$ cat config.mk
export PLATFORM = sky130hd
export DESIGN_NAME = score_bcd_reader
export DESIGN_NICKNAME = d
export VERILOG_FILES = /design/src/rtl/score_bcd_reader.sv
export SDC_FILE = /design/constraint.sdc
export NUM_CORES = 1
export LEC_CHECK = 0
export BUFFER_PORTS_ARGS = -buffer_cell sky130_fd_sc_hd__clkbuf_2
export CAP_MARGIN = 0
export CORE_MARGIN = 1.5
export CORE_UTILIZATION = 53
export DETAILED_ROUTE_END_ITERATION = 8
export GPL_TIMING_DRIVEN = 0
export PLACE_DENSITY = 0.85
export SLEW_MARGIN = 0
export SYNTH_ARGS = -nofsm -noshare
export SYNTH_HDL_FRONTEND = slang
export SYNTH_SLANG_ARGS = --single-unit
$ cat constraint.sdc
create_clock -name clk -period 1.6 [get_ports clk]
set_input_delay 0.4 -clock clk [delete_from_list [all_inputs] [get_ports clk]]
set_output_delay 0.4 -clock clk [all_outputs]
set_load 0.005 [all_outputs]
$ cat src/rtl/score_bcd_reader.sv
// Converts a saturated 14-bit binary score to four packed BCD digits with double-dabble.
// Defining HIGH_SCORE_EN adds per-difficulty best-score tracking (best_bcd, new_record).

`ifndef CARD_MAX_NUM_SIZE
`define CARD_MAX_NUM_SIZE 5
`endif
`ifndef CARD_NUM_EASY
`define CARD_NUM_EASY 5'd8
`endif
`ifndef CARD_NUM_NORMAL
`define CARD_NUM_NORMAL 5'd12
`endif
`ifndef CARD_NUM_HARD
`define CARD_NUM_HARD 5'd16
`endif

module score_bcd_reader (
    input  logic                          clk,
    input  logic                          rst,
    input  logic                          points_calculated,
    input  logic [13:0]                   points,
    input  logic [`CARD_MAX_NUM_SIZE-1:0] num_of_cards,
    output logic                          busy,
    output logic                          score_valid,
    output logic [15:0]                   score_bcd,
    output logic [15:0]                   best_bcd,
    output logic                          new_record
);

    typedef enum logic [1:0] {
        IDLE,
        CONVERT,
        DONE
    } state_t;

    localparam logic [3:0]  LAST_ITER = 4'd13;
    localparam logic [13:0] MAX_SCORE = 14'd9999;

    state_t                         state_q, state_d;
    logic [13:0]                    bin_q, bin_d;
    logic [15:0]                    bcd_q, bcd_d;
    logic [3:0]                     cnt_q, cnt_d;
    logic [`CARD_MAX_NUM_SIZE-1:0]  diff_q, diff_d;
    logic [15:0]                    score_q, score_d;
    logic [15:0]                    bcd_adj;
    logic [29:0]                    shifted;

    // One double-dabble step; the final result is taken straight from this so it is
    // ready in the DONE cycle rather than one cycle later.
    always_comb begin
        bcd_adj = bcd_q;
        for (int i = 0; i < 4; i++) begin
            if (bcd_q[4*i +: 4] >= 4'd5) begin
                bcd_adj[4*i +: 4] = bcd_q[4*i +: 4] + 4'd3;
            end
        end
        shifted = {bcd_adj, bin_q} << 1;
    end

    always_comb begin
        state_d     = state_q;
        bin_d       = bin_q;
        bcd_d       = bcd_q;
        cnt_d       = cnt_q;
        diff_d      = diff_q;
        score_d     = score_q;
        busy        = (state_q != IDLE);
        score_valid = (state_q == DONE);
        case (state_q)
            IDLE: begin
                if (points_calculated) begin
                    bin_d   = (points > MAX_SCORE) ? MAX_SCORE : points;
                    bcd_d   = 16'd0;
                    cnt_d   = 4'd0;
                    diff_d  = num_of_cards;
                    state_d = CONVERT;
                end
            end
            CONVERT: begin
                bcd_d = shifted[29:14];
                bin_d = shifted[13:0];
                cnt_d = cnt_q + 4'd1;
                if (cnt_q == LAST_ITER) begin
                    score_d = shifted[29:14];
                    state_d = DONE;
                end
            end
            DONE: begin
                state_d = IDLE;
            end
            default: begin
                state_d = IDLE;
            end
        endcase
    end

    always_ff @(posedge clk) begin
        if (rst) begin
            state_q <= IDLE;
            bin_q   <= '0;
            bcd_q   <= '0;
            cnt_q   <= '0;
            diff_q  <= '0;
            score_q <= '0;
        end else begin
            state_q <= state_d;
            bin_q   <= bin_d;
            bcd_q   <= bcd_d;
            cnt_q   <= cnt_d;
            diff_q  <= diff_d;
            score_q <= score_d;
        end
    end

    assign score_bcd = score_q;

`ifdef HIGH_SCORE_EN
    logic [15:0] best_easy_q, best_easy_d;
    logic [15:0] best_normal_q, best_normal_d;
    logic [15:0] best_hard_q, best_hard_d;
    logic [15:0] best_out_q, best_out_d;
    logic        new_record_q, new_record_d;
    logic [15:0] cur_best;
    logic [15:0] final_bcd;
    logic        finalize;
    logic        known;

    // Packed BCD orders the same as its binary value, so a plain unsigned compare works.
    // An unrecognised difficulty reports a best of 0 and never records.
    always_comb begin
        finalize      = (state_q == CONVERT) && (cnt_q == LAST_ITER);
        final_bcd     = shifted[29:14];
        best_easy_d   = best_easy_q;
        best_normal_d = best_normal_q;
        best_hard_d   = best_hard_q;
        best_out_d    = best_out_q;
        new_record_d  = new_record_q;
        known         = 1'b1;
        cur_best      = 16'd0;
        if (diff_q == `CARD_NUM_EASY) begin
            cur_best = best_easy_q;
        end else if (diff_q == `CARD_NUM_NORMAL) begin
            cur_best = best_normal_q;
        end else if (diff_q == `CARD_NUM_HARD) begin
            cur_best = best_hard_q;
        end else begin
            known = 1'b0;
        end
        if (finalize) begin
            new_record_d = 1'b0;
            best_out_d   = cur_best;
            if (known && (final_bcd > cur_best)) begin
                new_record_d = 1'b1;
                best_out_d   = final_bcd;
                if (diff_q == `CARD_NUM_EASY) begin
                    best_easy_d = final_bcd;
                end else if (diff_q == `CARD_NUM_NORMAL) begin
                    best_normal_d = final_bcd;
                end else begin
                    best_hard_d = final_bcd;
                end
            end
        end
    end

    always_ff @(posedge clk) begin
        if (rst) begin
            best_easy_q   <= '0;
            best_normal_q <= '0;
            best_hard_q   <= '0;
            best_out_q    <= '0;
            new_record_q  <= 1'b0;
        end else begin
            best_easy_q   <= best_easy_d;
            best_normal_q <= best_normal_d;
            best_hard_q   <= best_hard_d;
            best_out_q    <= best_out_d;
            new_record_q  <= new_record_d;
        end
    end

    assign best_bcd   = best_out_q;
    assign new_record = new_record_q;
`else
    assign best_bcd   = 16'd0;
    assign new_record = 1'b0;
`endif

endmodule

Yosys cells after proc, flatten, opt, wreduce, memory -nomap -nowiden:

Index checks and enable logic that the tools add are counted.

* bits in latches: 0
* input bits: 22
* memory bits (writable): 0
* logic and storage cells: 40
* bits in registers: 52
* bits in read-only memories: 0
* memories: 0

* $add $sub $neg: 5
* equal/unequal tests: 5
* divide/modulo/power cells: 0
* reductions and logical operators: 6
* bitwise gates (word level): 0
* shift-type cells: 0
* $lt $le $gt $ge: 5
* multiplexer cells: 14
* $mul: 0

Operator list (number)
* $pmux W16 S2: 1
* $mux W14: 2
* $pmux W14 S2: 1
* $ge A4 B3 Y1 const B: 4
* $mux W16: 1
* $mux W4: 4
* $gt A14 B14 Y1 const B: 1
* $add A4 B2 Y4 const B: 3
* $pmux W4 S2: 1
* $reduce_and A2 Y1: 3
* $add A4 B1 Y4 const B: 1
* $eq A4 B4 Y1 const B: 1
* $mux W2: 2
* $ne A2 B2 Y1 const B: 2
* $pmux W2 S2: 1
* $reduce_bool A2 Y1: 2
* $add A3 B2 Y3 const B: 1
* $mux W3: 1
* $eq A2 B1 Y1 const B: 1
* $eq A2 B2 Y1 const B: 1
* $logic_not A2 Y1: 1

Logic depth before layout (Yosys ltp):

Gate-level depths: netlist of run 1.

* word-level depth: 4
* depth in mapped cells: 7
* depth with buffers taken out: 7

Least setup slack after synthesis of run 1:

No wires, ideal clock.

* path type: register to register
* from: register cnt_q[0]
* to: register score_q[6], in the netlist score_bcd[6]
* period minus slack after synthesis: 1.407 ns
* cell stages (with the launch flop): 7
* slack: 0.193 ns
* data arrival time: 1.293 ns
* setup time: 0.114 ns
* path through: dfxtp_1 ha_1 nand3_1 or2_1 buf_2 and3_1 a21o_1

* longest elaborated chain between the ends: 2

Ends and longest elaborated chain
* start: declaration: line 42 `logic [3:0] cnt_q, cnt_d;`
* start signal: assignment: line 109 `cnt_q <= cnt_d;`
* $eq A4 B4 Y1: line 83 `if (cnt_q == LAST_ITER) begin`
* $reduce_and A2 Y1 (no line)
* end signal: assignment: line 111 `score_q <= score_d;`
* end: declaration: line 44 `logic [15:0] score_q, score_d;`

Every way passes these cells.
A chain may end at the register's enable or synchronous reset.

Final worst setup path of run 1:

* from: register state_q[0]
* to: output score_valid

* longest elaborated chain between the ends: 1

Ends and longest elaborated chain
* start: declaration: line 39 `state_t state_q, state_d;`
* start signal: assignment: line 106 `state_q <= state_d;`
* $eq A2 B2 Y1: line 68 `score_valid = (state_q == DONE);`
* end: declaration: line 24 `output logic score_valid,`

Every way passes these cells.

==> key figures, run 1 <==
Routing
  – # DRC: 0
  – Vias: 2221
  – Metal2 WL: about 2.7 mm
  – Met1 WL: approximately 2.5 mm
  – Top layer in use: met4
  – Final wirelength: 5.69 mm
  – Vias per Instance: 5.64
  – Final ANT Viol Nets: 0
  – Avg WL per Cell: 14.4 microns
  – Metal3 WL: 347 microns
  – Total iterations of the first detailed-routing run: 6
  – Iteration-0 DRC Markers: 192

Clock tree
  – Postcts setup bufs: 0
  – Max Buffers Root-to-Sink: 2
  – CTS tree: yes
  – Clk_lat worst skew: 310 ps
  – CTS Root Cell: clkbuf_8
  – Number of H-tree levels: 2
  – Clock tree sinks: 52
  – Num CTS Buffers: 5
  – Clock-pin slew on the worst setup and hold paths: ~90 ps

Power and ir drop
  – Power Density: 847 nW/um^2
  – Pleak: approximately 1.3 nW
  – Worst vdd ir: 0.572 mV

Setup path
  – Cell Chain, Critical Path: clkbuf_2 > nor2_1 > clkbuf_2
  – FF-to-FF Start: state_q[1]
  – Startpoint Class: register
  – Buffers & Inverters on Critical Path: 2
  – CP required: 1200 ps
  – FF-to-FF End: bin_q[12]
  – Crit Path Category: register to primary output
  – Critical path's top delay family: flip-flops
  – Worst Reg2Reg Path Length in Cells: 5
  – R2r setup slk: 70 ps
  – Setup crit end kind: primary output
  – Crit-path max FO: 10
  – CP most frequent cell: clkbuf_2
  – Crit path DAT: 1160 ps
  – Crit-path max cell delay: 420 ps
  – Critical path's slowest cell: dfxtp_1

STA
  – Peak Freq: 643 MHz
  – Final setup margin: 43.6 ps
  – Slew headroom: 0.641
  – Slew Viols, Final: 0
  – Hold Vio Cnt, Final: 0
  – Final min period: 1560 ps
  – Skew final: 7.88 ps
  – Number of setup violations in the final report: 0
  – RSZ-0062 raised after global routing: yes
  – Slew @ Worst Pin: approximately 530 ps
  – Crit share post-route: 0.973

Die
  – Die Height: 71.7 microns
  – Starting density of the core: 0.563
  – Die area: 5150 sq um
  – CORE AREA: 4440 sq um
  – IO Pins: 57
  – Width of the die: slightly above 70 microns
  – Row cnt: 24

Yosys
  – Netlist cell types: 38
  – Seq/Total Area, Yosys: 0.416
  – Post-Synthesis Cells: 285
  – Synthesis-stage register bit count: 52
  – Mean Syn Cell Area: 8.78 sq um
  – Synth top area share: 0.416
  – Main area contributors after synthesis: dfxtp_1, buf_4, nor2_1
  – Synth Warn #: 0
  – Synth area leader: dfxtp_1
  – Post-synthesis cell area: 2500 sq um

Finish
  – Share of cells above drive strength 1: 0.240
  – Fillers: 388
  – Final core occ: 0.662
  – Layout net count: 373
  – Layout area overhead: 17.5%
  – Diodes inserted: 0

Worst hold path
  – Min-Delay Startpoint: points[5]
  – Hold Path Class: input port to register
  – Hold path cells: 3
  – Hold Path End: bin_q[5]

Placement
  – Worst slack, placed: -72.2 ps
  – Buffers on Ports: 33
  – Routability cong.: 0.844
  – Hpwl dp: 4.01 mm

Flow run
  – Max-Cap Viols: 0

Global routing
  – First-pass GRT wire length: a little over 9 mm
  – Vias in the first global route: between 2000 and 2500
  – Grt total ovfl: 0
  – Gr usage total: 0.228
  – Largest net degree at the start of global routing: 16
  – Initial antenna violation count: 0

Outcome
  – Status: complete, no violations
cell usage in the layout, fill, tap and decap left out, types with 3 or more instances in the layout:
cell type  netlist  final
a211oi_1         7      6
a21o_1          10     10
a21oi_1         17     17
a22o_1           6      6
a22oi_1          6      6
and3_1           7      7
buf_4           19     22
clkbuf_1         6      6
clkbuf_2         0     34
clkbuf_8         0      5
conb_1           1     17
dfxtp_1         52     49
dfxtp_2          0      3
ha_1            10      9
inv_1           15     15
mux2i_1          4      4
nand2_1          8      8
nand2b_1         5      5
nand3_1         11     10
nor2_1          34     34
nor3_1           8      8
nor3b_1         10      9
nor4_1           6      6
o21ai_0          9      9
o221a_2          4      4
o2bb2ai_1        5      5
xnor2_1          4      4
per-stage QoR:
stage	setup TNS, ps	hold WS, ps	total power, mW	cells	instance area, sq um
floorplan	0	445	1.54	301	2560
global placement	-450	451	1.60	386	2790
detailed placement	-606	470	1.61	386	2790
CTS	0	335	2.49	394	2910
global route	-62.6	345	2.58	394	2940
finish	0	341	2.49	394	2940
layout make-up:
cell class | count | area [sq um] | share of cell area
Buffer | 30 | 199 | 0.0676
Sequential cell | 52 | 1040 | 0.355
Multi-Input combinational cell | 204 | 1310 | 0.443
Tap cell | 52 | 65.1 | 0.0221
Clock inverter | 2 | 35.0 | 0.0119
Clock buffer | 6 | 72.6 | 0.0247
Inverter | 15 | 56.3 | 0.0191
Timing Repair Buffer | 33 | 165 | 0.0561
worst max-delay path by stage:
stage                    end  cells past startpoint  slack, ps         startpoint
2_1_floorplan   score_bcd[6]                      6        190           cnt_q[0]
3_3_place_gp        bin_q[6]                      5        -70  points_calculated
3_5_place_dp        bin_q[6]                      5        -70  points_calculated
4_1_cts            bin_q[12]                      5         30         state_q[1]
5_1_grt        score_bcd[11]                      7        -20           cnt_q[1]
6_report         score_valid                      3         40         state_q[0]
state kept, by name, indices dropped and copies added (netlist names):
name,count
bcd_q,16
score_bcd,16
bin_q,14
cnt_q,4
state_q,2
Yosys cell counts (all sizes together):
| library cell | n |
|---|---|
| a2111oi | 1 |
| a211oi | 7 |
| a21o | 10 |
| a21oi | 17 |
| a222oi | 2 |
| a22o | 6 |
| a22oi | 6 |
| a311oi | 1 |
| and3 | 8 |
| buf | 24 |
| clkbuf | 6 |
| conb | 1 |
| dfxtp | 52 |
| ha | 10 |
| inv | 15 |
| mux2 | 1 |
| mux2i | 4 |
| nand2 | 8 |
| nand2b | 5 |
| nand3 | 11 |
| nand4 | 2 |
| nor2 | 36 |
| nor2b | 1 |
| nor3 | 8 |
| nor3b | 10 |
| nor4 | 6 |
| nor4b | 1 |
| o21ai | 9 |
| o21bai | 1 |
| o221a | 4 |
| o22ai | 2 |
| o2bb2ai | 5 |
| or2 | 1 |
| xnor2 | 4 |
report_power, final:
| group | internal (mW) | switching, mW |
|---|---|---|
| Sequential | 1.33 | 0.0236 |
| Clock | 0.465 | 0.438 |
| Combinational | 0.103 | 0.137 |
| Total | 1.89 | 0.598 |
worst reg2reg max path: stages (launching register included):
cell and delay, ps:
dfxtp_1 330, buf_4 180, o21bai_2 270, buf_4 220
a222oi_1 330, nor2_1 90
repair_timing:
action	in CTS	in global routing
hold buffers	0	0
endpoints found under the setup margin	2	20
resized for setup	2	14
pin swaps	0	1
cell families after synthesis:
group | Yosys count | synth area share
AND/OR/NAND/NOR | 97 | 0.199
AO/OA/AOI/OAI | 71 | 0.200
flip-flops | 52 | 0.416
buffers and inverters | 45 | 0.0984
adder cells (fa/ha/maj) | 10 | 0.0500
multiplexers | 5 | 0.0205
XOR/XNOR | 4 | 0.0140
other | 1 | 0.00150
per-layer routing:
metal,global-route usage,vias to the layer above
met5,0,-
li1,-,1097
met3,0.0394,9
met1,0.298,1040
met4,0.0692,0
met2,0.386,75
No activity file was read; power rests on OpenSTA's default activity.
==> run 2, diff against run 1 <==
--- a/config.mk
+++ b/config.mk
@@ -11,7 +11,7 @@
 export CORE_UTILIZATION = 53
 export DETAILED_ROUTE_END_ITERATION = 8
 export GPL_TIMING_DRIVEN = 0
-export PLACE_DENSITY = 0.85
+export PLACE_DENSITY = 0.79
 export SLEW_MARGIN = 0
 export SYNTH_ARGS = -nofsm -noshare
 export SYNTH_HDL_FRONTEND = slang
==> run 2 against run 1 <==
The flow now finishes with violations (DRC). Total power up 1.3%. Clock power increased by 3.1%. Global-route usage rose by 1.0 points. Clock skew rose by 3.9 ps. Hold slack lost 19 ps. First-iteration DRC count shrank 45%. Critical path type is now register to register. Largest power group unchanged.
==> key figures, run 2 (same netlist as run 1, synthesis figures left out) <==
Global routing
  – First-pass GRT wire length: between 9 and 10 mm
  – Initial antenna violation count: 0
  – Vias in the first global route: 2018
  – Largest net degree at the start of global routing: 18
  – Gr usage total: 0.238
  – Grt total ovfl: 0

Setup path
  – Crit-path max cell delay: 350 ps
  – Worst path depth: 7
  – Critical path's top delay family: simple AND/OR/NAND/NOR gates
  – Worst Reg2Reg Path Length in Cells: 7
  – Startpoint Class: register
  – Crit-path max FO: 10
  – Critical path's slowest cell: dfxtp_2
  – CP required: 1810 ps
  – Crit path DAT: 1750 ps
  – Setup crit end kind: register
  – Buffers & Inverters on Critical Path: 2
  – Cell Chain, Critical Path: inv_1 > ha_4 > nand3_4 > or2_1 > buf_4 > and3_1 > a21o_1
  – Crit Path Category: register to register

Clock tree
  – Postcts setup bufs: 0
  – Number of H-tree levels: 2
  – Clk_lat worst skew: 320 ps
  – Max Buffers Root-to-Sink: 2
  – CTS tree: yes
  – CTS Root Cell: clkbuf_8
  – Num CTS Buffers: 5
  – Clock-pin slew on the worst setup and hold paths: 100 ps
  – Clock tree sinks: 52

Routing
  – Vias per Instance: 5.56
  – Total iterations of the first detailed-routing run: 6
  – Final wirelength: 5.87 mm
  – Final ANT Viol Nets: 0
  – # DRC: 3
  – Iteration-0 DRC Markers: 105
  – Avg WL per Cell: 14.9 microns
  – Vias: ~2200

Finish
  – Fillers: 381
  – Commonest non-fill, non-tap cell in the layout: dfxtp_1
  – Layout area overhead: 18.9%
  – Layout net count: 373
  – Share of cells above drive strength 1: 0.251
  – Final core occ: 0.670
  – Post-route cell area: 2980 sq um
  – Area of the multi-input gates: approximately 1300 sq um
  – Commonest non-fill, non-tap cells in the layout: dfxtp_1, nor2_1, clkbuf_2
  – Reg area: 1050 sq um
  – Diodes inserted: 0

Power and ir drop
  – Total Power: 2.53 mW
  – Power Density: about 850 nW/um^2
  – Pleak: 1.32 nW
  – Worst vdd ir: 0.508 mV

STA
  – Skew final: 11.8 ps
  – Slew Viols, Final: 0
  – Final TNS setup: 0 ps
  – Hold Vio Cnt, Final: 0
  – Slew headroom: 0.634
  – Crit share post-route: 0.963
  – Final min period: 1540 ps
  – RSZ-0062 raised after global routing: no
  – Min Hold Slack: 322 ps
  – Peak Freq: 649 MHz
  – Slew @ Worst Pin: 548 ps
  – Number of setup violations in the final report: 0

Placement
  – Routability cong.: 0.880
  – Dpl cell area: 2790 sq um
  – Buffers on Ports: 33
  – Hpwl dp: 4.07 mm

Die
  – Width of the die: 71.7 microns
  – CORE AREA: 4440 sq um
  – Die area: 5150 sq um
  – IO Pins: 57
  – Die Height: 71.7 microns
  – Starting density of the core: 0.563
  – Row cnt: 24

Outcome
  – Failing checks: DRC
  – Status: finished, violations left

Flow run
  – Max-Cap Viols: 0

Worst hold path
  – Hold Path Class: input port to register
  – Hold path cells: 3
## run 2: through the flow
step / instances / setup slack [ps]
floorplan: 301 / 193
global placement: 386 / -66.4
detailed placement: 386 / -80.3
CTS: 394 / 20.9
global route: 394 / 0.855
finish: 394 / 59.4
## run 2: where the power goes
part           switching (mW)  leakage [nW]  internal [mW]
Combinational           0.138         0.840          0.106
Clock                   0.460        0.0583          0.472
Sequential             0.0249         0.425           1.33
Total                   0.622          1.32           1.90
## run 2: area by class of cell
| type | count | share of cell area |
|---|---|---|
| buffer | 30 | 0.0673 |
| clock buffer | 5 | 0.0231 |
| clock inverter | 3 | 0.0160 |
| inverter | 15 | 0.0189 |
| multi-input combinational | 204 | 0.445 |
| sequential | 52 | 0.353 |
| tap | 52 | 0.0219 |
| timing repair buffer | 33 | 0.0555 |
## run 2: final timing paths
check | from | slack, ps | to
setup / recovery | cnt_q[1] | 60 | score_bcd[6]
hold / removal | points[7] | 320 | bin_q[7]
setup reg to reg | cnt_q[1] | 60 | score_bcd[6]
hold reg to reg | score_bcd[0] | 470 | score_bcd[0]
## run 2: metal layers
metal / wire length [microns] / GRT usage / vias to the layer above
li1: - / - / 1098
met1: 2630 / 0.305 / 1018
met2: 2810 / 0.406 / 68
met3: 370 / 0.0549 / 7
met4: 56 / 0.0587 / 0
met5: 0 / 0 / -
## run 2: worst reg2reg max path: cells and delay by family (launching register included)
family | cells | cell delay, ps
DFF | 1 | 350
buffers and inverters | 2 | 270
AOI/OAI and AO/OA | 1 | 150
adders and majority gates | 1 | 150
and+or+nand+nor | 3 | 510
## run 2: timing repair
action | 4_1_cts | 5_1_grt
hold buffers | 0 | 0
gates resized for setup | 5 | 16
setup endpoints to repair | 11 | 20
==> run 3, diff against run 2 <==
--- a/config.mk
+++ b/config.mk
@@ -6,12 +6,14 @@
 export NUM_CORES = 1
 export LEC_CHECK = 0
 export BUFFER_PORTS_ARGS = -buffer_cell sky130_fd_sc_hd__clkbuf_2
-export CAP_MARGIN = 0
+export CAP_MARGIN = 20
 export CORE_MARGIN = 1.5
 export CORE_UTILIZATION = 53
 export DETAILED_ROUTE_END_ITERATION = 8
 export GPL_TIMING_DRIVEN = 0
 export PLACE_DENSITY = 0.79
+export RECOVER_POWER = 50
+export REMOVE_ABC_BUFFERS = 1
 export SLEW_MARGIN = 0
 export SYNTH_ARGS = -nofsm -noshare
 export SYNTH_HDL_FRONTEND = slang
==> run 3 against run 2 <==
The flow now finishes without violations. Sequential share of layout area increased by 2.8 points. First-iteration DRC count is 24% higher. Clock-buffer cell count increased by 1. Clock skew decreased by 5.2 ps. Die area unchanged. Hold slack better by 28 ps. Clock power down 25%. Combinational power shrank 21%. Global-route usage is 1.8 points lower. Highest routed layer unchanged.
==> key figures, run 3 (same netlist as run 1, synthesis figures left out) <==
STA
  – Min Hold Slack: 350 ps
  – Skew final: 6.61 ps
  – Peak Freq: about 660 MHz
  – Crit share post-route: 0.945
  – RSZ-0062 raised after global routing: no
  – Final min period: 1510 ps
  – Hold Vio Cnt, Final: 0
  – Number of setup violations in the final report: 0
  – Slew Viols, Final: 0

Flow run
  – Max-Cap Viols: 0

Setup path
  – CP required: 1850 ps
  – Crit path DAT: 1760 ps
  – Cell Chain, Critical Path: inv_1 > ha_1 > nand2b_1 > a21o_1 > mux2i_2 > a22o_1
  – FF-to-FF End: bcd_q[2]
  – Crit Path Category: register to register
  – FF-to-FF Start: bcd_q[0]
  – Setup crit end kind: register
  – Crit-path max FO: 5
  – Buffers & Inverters on Critical Path: 1
  – Critical path's top delay family: flip-flops
  – Startpoint Class: register
  – R2r setup slk: 90 ps
  – Worst path depth: 6
  – Worst Reg2Reg Path Length in Cells: 6
  – Crit-path max cell delay: approximately 420 ps
  – Critical path's slowest cell: dfxtp_1

Power and ir drop
  – Total Power: between 2 and 2.5 mW
  – Worst vdd ir: 0.617 mV
  – Power Density: 812 nW/um^2
  – Pleak: 1.17 nW

Finish
  – Fillers: 393
  – Diodes inserted: 0
  – Commonest non-fill, non-tap cells in the layout: dfxtp_1, nor2_1, clkbuf_2
  – Layout area overhead: 10.2%
  – Reg area: 1050 sq um
  – Commonest non-fill, non-tap cell in the layout: dfxtp_1
  – Share of cells above drive strength 1: 0.182
  – Area of the multi-input gates: roughly 1300 sq um
  – Layout net count: 346

Die
  – CORE AREA: 4440 sq um
  – IO Pins: 57
  – Starting density of the core: 0.563
  – Die area: 5150 sq um
  – Die Height: 71.7 microns
  – Width of the die: 71.7 microns
  – Row cnt: 24

Clock tree
  – Clk_lat worst skew: 300 ps
  – Hold-fix buffers at CTS: 0
  – Num CTS Buffers: 5
  – CTS tree: yes
  – CTS Root Cell: clkbuf_8
  – Number of H-tree levels: 2
  – Clock-pin slew on the worst setup and hold paths: 80 ps
  – Max Buffers Root-to-Sink: 2
  – Clock tree sinks: 52

Placement
  – Buffers on Ports: 34
  – Routability cong.: 0.847
  – Hpwl dp: ~3.5 mm

Routing
  – Vias per Instance: 5.59
  – Iteration-0 DRC Markers: 130
  – # DRC: 0
  – Avg WL per Cell: 13.8 microns
  – Final ANT Viol Nets: 0
  – Total iterations of the first detailed-routing run: 6
  – Final wirelength: 5.07 mm
  – Vias: 2047

Worst hold path
  – Min-Delay Startpoint: points[6]
  – Hold Path Class: input port to register
  – Hold path cells: 3
  – Hold Path End: bin_q[6]

Outcome
  – Status: complete, no violations

Global routing
  – First-pass GRT wire length: 9.05 mm
  – Initial antenna violation count: 0
  – Gr usage total: 0.220
  – Vias in the first global route: 1956
  – Largest net degree at the start of global routing: 34
  – Grt total ovfl: 0
==> run 3: how the worst max path moves through the flow <==
stage,slack [ps],start,endpoint
floorplan,-30,state_q[0],score_bcd[6]
global placement,-590,state_q[0],score_bcd[6]
detailed placement,-630,state_q[0],score_bcd[6]
CTS,30,state_q[0],bin_q[0]
global route,4,cnt_q[1],score_bcd[13]
finish,90,bcd_q[0],bcd_q[2]
==> run 3: area by class of cell <==
cell class	count	share of cell area
clock buffers	6	0.0263
clock inverters	1	0.00181
inverters	15	0.0204
multi-input cells	204	0.483
flip-flops and latches	52	0.380
well taps	52	0.0236
repair buffers	36	0.0644
==> run 3: what timing repair did <==
item	in CTS	in global routing
resized for setup	11	10
pin swaps	1	0
setup endpoints to repair	46	14
buffers inserted	2	0
==> run 3: power breakdown <==
| part | switching (mW) | total [mW] | leakage, nW | internal (mW) |
|---|---|---|---|---|
| clock network | 0.397 | 0.695 | 0.0410 | 0.298 |
| registers | 0.0298 | 1.35 | 0.424 | 1.32 |
| logic | 0.119 | 0.192 | 0.705 | 0.0720 |
| total | 0.546 | 2.24 | 1.17 | 1.69 |
==> run 3: layer usage <==
layer	share of wire	track usage
met2	0.47	0.358
met3	0.031	0.0464
met4	0.020	0.0860
met5	0	0
met1	0.48	0.287
==> run 3: through the flow <==
stage          cells  utilization  cell area [sq um]  worst slack, ps  TNS [ps]
2_1_floorplan    271            -               2370            -25.6      -137
3_3_place_gp     357        0.587               2610             -593    -15830
3_5_place_dp     357        0.587               2610             -633    -17910
4_1_cts          366        0.615               2740             29.9         0
5_1_grt          366        0.621               2760             4.13         0
6_report         366        0.621               2760             87.9         0
==> run 3: worst reg2reg max path: cells and delay by family (launching register included) <==
family	cells	cell delay (ps)
AOI/OAI and AO/OA	2	330
adders and majority gates	1	260
buffers and inverters	1	70
DFF	1	420
muxes	1	270
and+or+nand+nor	1	110
